===== src/rtl/playseq_pkg.sv =====
// Shared PlaySeq definitions: timeout controller state encodings and default tick rate.
package playseq_pkg;

  typedef enum logic [1:0] {
    ST_IDLE  = 2'b00,
    ST_RUN   = 2'b01,
    ST_PAUSE = 2'b10,
    ST_DONE  = 2'b11
  } state_t;

  // 1 ms at 50 MHz
  localparam int DEFAULT_CLK_PER_TICK = 50000;

endpackage


===== src/rtl/tick_prescaler.sv =====
// Free-running 0..CLK_PER_TICK-1 counter that yields a one-cycle wrap enable.
module tick_prescaler
  import playseq_pkg::*;
#(
  parameter int CLK_PER_TICK = DEFAULT_CLK_PER_TICK
) (
  input  logic clock,
  input  logic reset,
  input  logic en,
  input  logic clr,
  output logic wrap
);

  localparam int PW = (CLK_PER_TICK > 1) ? $clog2(CLK_PER_TICK) : 1;
  localparam logic [PW-1:0] TERM = PW'(CLK_PER_TICK - 1);
  localparam logic [PW-1:0] ONE  = PW'(1);

  logic [PW-1:0] cnt;

  always_ff @(posedge clock or posedge reset) begin
    if (reset) begin
      cnt <= '0;
    end else if (clr) begin
      cnt <= '0;
    end else if (en) begin
      cnt <= (cnt == TERM) ? '0 : cnt + ONE;
    end
  end

  // clr wins so a restart or cancel never leaks a wrap in the same cycle
  assign wrap = en && !clr && (cnt == TERM);

endmodule


===== src/rtl/timeout_timer_ctrl.sv =====
// Programmable tick-based timeout controller: start/pause/resume/cancel FSM and remaining counter.
module timeout_timer_ctrl
  import playseq_pkg::*;
#(
  parameter int CLK_PER_TICK = DEFAULT_CLK_PER_TICK,
  parameter int CNT_W        = 16
) (
  input  logic             clock,
  input  logic             reset,
  input  logic             start,
  input  logic             pause,
  input  logic             cancel,
  input  logic [CNT_W-1:0] limit,
  output logic             tick,
  output logic [CNT_W-1:0] remaining,
  output logic             active,
  output logic             timeout,
  output logic             expired,
  output logic [1:0]       state_db
);

  localparam logic [CNT_W-1:0] ONE = CNT_W'(1);

  state_t           state;
  state_t           state_nx;
  logic [CNT_W-1:0] remaining_nx;
  logic             tick_nx;
  logic             timeout_nx;
  logic             counting;
  logic             pre_clr;
  logic             pre_en;
  logic             wrap;

  // A paused timer resumes counting on the very edge pause is seen low,
  // so PAUSE counts too whenever pause has dropped.
  assign counting = ((state == ST_RUN) || (state == ST_PAUSE)) && !pause;
  assign pre_clr  = start || cancel;
  assign pre_en   = counting && !pre_clr;

  tick_prescaler #(
    .CLK_PER_TICK(CLK_PER_TICK)
  ) u_prescaler (
    .clock(clock),
    .reset(reset),
    .en   (pre_en),
    .clr  (pre_clr),
    .wrap (wrap)
  );

  always_comb begin
    state_nx     = state;
    remaining_nx = remaining;
    tick_nx      = 1'b0;
    timeout_nx   = 1'b0;
    if (cancel) begin
      state_nx     = ST_IDLE;
      remaining_nx = '0;
    end else if (start) begin
      remaining_nx = limit;
      if (limit != '0) begin
        state_nx = ST_RUN;
      end else begin
        state_nx   = ST_DONE;
        timeout_nx = 1'b1;
      end
    end else begin
      case (state)
        ST_RUN, ST_PAUSE: begin
          if (pause) begin
            state_nx = ST_PAUSE;
          end else begin
            state_nx = ST_RUN;
            if (wrap) begin
              tick_nx = 1'b1;
              if (remaining != '0) begin
                remaining_nx = remaining - ONE;
              end
              if (remaining == ONE) begin
                timeout_nx = 1'b1;
                state_nx   = ST_DONE;
              end
            end
          end
        end
        default: begin
          state_nx = state;
        end
      endcase
    end
  end

  // Status flags come from the next state so they flop alongside the state register
  always_ff @(posedge clock or posedge reset) begin
    if (reset) begin
      state     <= ST_IDLE;
      remaining <= '0;
      tick      <= 1'b0;
      timeout   <= 1'b0;
      active    <= 1'b0;
      expired   <= 1'b0;
    end else begin
      state     <= state_nx;
      remaining <= remaining_nx;
      tick      <= tick_nx;
      timeout   <= timeout_nx;
      active    <= (state_nx == ST_RUN) || (state_nx == ST_PAUSE);
      expired   <= (state_nx == ST_DONE);
    end
  end

  assign state_db = state;

endmodule

===== config.mk =====
export PLATFORM = sky130hd
export DESIGN_NAME = timeout_timer_ctrl
export DESIGN_NICKNAME = d
export VERILOG_FILES = /design/src/rtl/playseq_pkg.sv /design/src/rtl/tick_prescaler.sv /design/src/rtl/timeout_timer_ctrl.sv
export SDC_FILE = /design/constraint.sdc
export NUM_CORES = 1
export LEC_CHECK = 0
export CAP_MARGIN = 20
export CORE_ASPECT_RATIO = 0.6
export CORE_MARGIN = 4
export CORE_UTILIZATION = 56
export CTS_CLUSTER_DIAMETER = 80
export DETAILED_ROUTE_END_ITERATION = 10
export HOLD_SLACK_MARGIN = 0.06
export PLACE_DENSITY = 0.9
export RECOVER_POWER = 100
export SYNTH_ARGS = -nofsm -noshare
export SYNTH_HDL_FRONTEND = slang
export SYNTH_SLANG_ARGS = --single-unit

===== constraint.sdc =====
create_clock -name clock -period 5.9 [get_ports clock]
set_input_delay 0.885 -clock clock [delete_from_list [all_inputs] [get_ports clock]]
set_output_delay 0.885 -clock clock [all_outputs]
set_load 0.03 [all_outputs]

==> reports/results.ini <==
[worst_setup_path]
rrSetupSlack_ns = 3.28
setup.worst_path.start_class = primary input
reg2reg_to = u_prescaler.cnt[13]
timing.rr.start = u_prescaler.cnt[0]
path_max_fanout = 25
arrival_ns = 3.50
critical_path_required_ns = 6.12
crit_path_end_kind = flip-flop
r2r_cells = 6
crit_type = in -> reg
cp-startpoint = start

[drt]
drc = 0
drtIter0Drc = 167
ant_nets = 0
wl_mm = 5.95
num_vias = 2241
drt-pass1-iter-count = 5
vias_per_cell = 6.59
routedWlPerCell_um = 17.5

[placed_design]
dpl.hpwl_mm = 4.25
dp_cells = 332
port_buffers = 42
place_congestion = 0.871

[clocking]
cts_hold_buffers = 0
cts_max_path_buffers = 2
cts_resized = 0
post_cts_buffers = 0
htreeDepth = 2
cts_buffers = 5
insertion_delay_ns = 0.30
root_buffer = clkbuf_8
cts_tree = done
path_clk_slew_ns = 0.08
clock_sinks = 38

[sta]
finalClockSkew_ns = 0.00596
final.min_clock_period_ns = 3.28
setup_viol = 0
max_freq_ghz = 0.305
tightest_slew_ns = 2.02
slew_headroom_pct = -34.8
hold_viol_final = 0
tns_ns = 0
finalCritPeriodShare_pct = 55.6
rsz0062_at_grt = false
finalMaxSlewViolations = 39

[floorplan]
initial_core_util_pct = 60.7
fp.coreArea_um2 = 3830
io_pins = 43
die_h_um = 57.9
rows = 17
die_x_um = 91.2
die_area_um2 = 5280

[synthesis]
syn_nets = 277
synth_compound_area_share_pct = 16.4
syn_avg_cell_area_um2 = 9.26
synthSimpleGateAreaFrac_pct = 32.0
syn_inst = 251
ys_seq_area_share_pct = 40.9
synth_cell_types = 49
synth_xor_area_share_pct = 3.77
synth_edf_count = 0
ys.flop_type = dfrtp_1
syn-cell-area_um2 = 2320
synthMuxAreaShare_pct = 0
synth_top_family_by_area = simple AND/OR/NAND/NOR gates
yosys_warnings = 0
ys_seq_elements = 38
synthArstFlopShare_pct = 100
synth-adder-area-share_pct = 3.12

[global_routing]
track_usage_pct = 23.9
grt_max_degree = 39
grt_pass1_wl_mm = 10.1
antenna_found_initial = 0
gr-total-overflow = 0
grt_pass1_vias = 2083

[hold_path]
hold_start = u_prescaler.cnt[10]
hold-path-cell-count = 1
min_to = u_prescaler.cnt[10]
hp-class = reg -> reg

[flow_run]
cap_viol_max_count = 1

[cells_and_area]
nets = 318
drive_above_1_share_pct = 6.83
area_growth_pct = 22.2
n_antenna_cell = 0
finalNonFillerCells = 340

[power_and_ir_drop]
p_per_area_nw_per_um2 = 208
ir_drop_uv = 173
leakagePower_nw = 1.17

[status]
violations = max-capacitance violations, max-slew violations
outcome = finished, violations left

-- stage by stage --
step	instance area [um2]	setup slack [ns]	total power [W]	hold WS (ns)	utilization (%)
6_report	2840	2.62	0.000592	0.501	74.2
5_1_grt	2840	2.44	0.000619	0.522	74.2
2_1_floorplan	2320	3.78	0.000359	0.453	-
3_3_place_gp	2760	2.60	0.000407	0.474	72.1
4_1_cts	2850	2.75	0.000597	0.500	74.4
3_5_place_dp	2760	2.46	0.000409	0.482	72.1
-- area by class of cell --
cell class	instances	area (um2)
Multi-Input combinational cell	194	1280
Fill cell	258	987
Sequential cell	38	951
Timing Repair Buffer	43	424
Clock buffer	7	86.3
Tap cell	47	58.8
Inverter	10	37.5
Clock inverter	1	5.00
-- state kept, by name, indices dropped and copies added (netlist names) --
register	cells
timeout	1
tick	1
state_db	2
active	1
remaining	16
u_prescaler.cnt	16
expired	1
-- logic make-up (layout without fill, tap and decap cells) --
logic type,Yosys count,in the layout
simple gates,118,118
flops,38,38
fa+ha+maj,6,6
compound gates,60,60
buf+inv,19,61
xor+xnor,10,10
-- worst max-delay path by stage --
stage / endpoint / slack (ns) / cells after the start
2_1_floorplan: active / 3.78 / 6
3_3_place_gp: u_prescaler.cnt[15] / 2.60 / 5
3_5_place_dp: u_prescaler.cnt[6] / 2.46 / 5
4_1_cts: u_prescaler.cnt[6] / 2.75 / 5
5_1_grt: remaining[3] / 2.44 / 3
6_report: u_prescaler.cnt[13] / 2.62 / 5
-- cell usage after synthesis, types with 2 or more instances --
cell type	instances	area, um2
nor4_4	2	42.5
clkbuf_1	4	15.0
a31oi_1	8	50.1
o21ai_1	9	45.0
and4_1	4	35.0
nor4_2	3	37.5
nand4_1	6	37.5
a21oi_1	13	65.1
buf_6	2	22.5
dfrtp_1	38	951
nand2_1	25	93.8
nor3b_1	3	22.5
nor3_2	2	20.0
nor2_1	16	60.1
nand2b_1	2	12.5
o211ai_1	2	15.0
o22ai_1	6	37.5
nor4_1	10	62.6
nand4_2	2	25.0
nand3_1	6	30.0
a21o_1	5	37.5
xor2_1	5	43.8
ha_1	5	62.6
and3_1	3	18.8
and4bb_1	2	25.0
inv_1	9	33.8
or3_1	9	56.3
a211oi_1	7	52.6
xnor2_1	5	43.8
o21ai_0	4	20.0
a22o_1	2	17.5
nor3_1	13	65.1
buf_2	3	15.0
-- worst max-delay path, cell delays in order --
cell and delay, ns:
dlygate4sd3_1 0.84, or2_2 0.45, nor3_1 0.88, a31oi_1 0.22, a31oi_1 0.21
-- routing by layer --
metal,GRT usage (%),share of wire [%]
met1,35.6,48
met2,34.3,42
met3,5.97,9.1
met4,7.51,1.3
met5,0,0
-- report_power, final --
group / total, W / switching (W) / internal [W]
sequential: 0.000283 / 0.0000132 / 0.000270
clock: 0.000190 / 0.0000960 / 0.0000944
combinational: 0.000119 / 0.0000731 / 0.0000457
total: 0.000592 / 0.000182 / 0.000410
-- cells in the final DEF, fill, tap and decap left out, drive strengths merged, types with 2 or more instances in the layout --
master,count
ha,5
a211oi,8
dlygate4sd3,25
or3,9
clkbuf,8
nor3,15
nor4,15
a31oi,8
and3,3
xnor2,5
inv,9
nand2,26
or2,2
and4,4
nor3b,3
clkinv,2
o22ai,6
and4bb,2
nand4,8
o211ai,2
a21o,5
nand3,7
dfrtp,38
nor2,16
nor4b,2
clkdlybuf4s50,17
nand2b,2
a21oi,13
a22o,2
o21ai,13
xor2,5
Note: power is estimated with default switching activity, not from simulation.
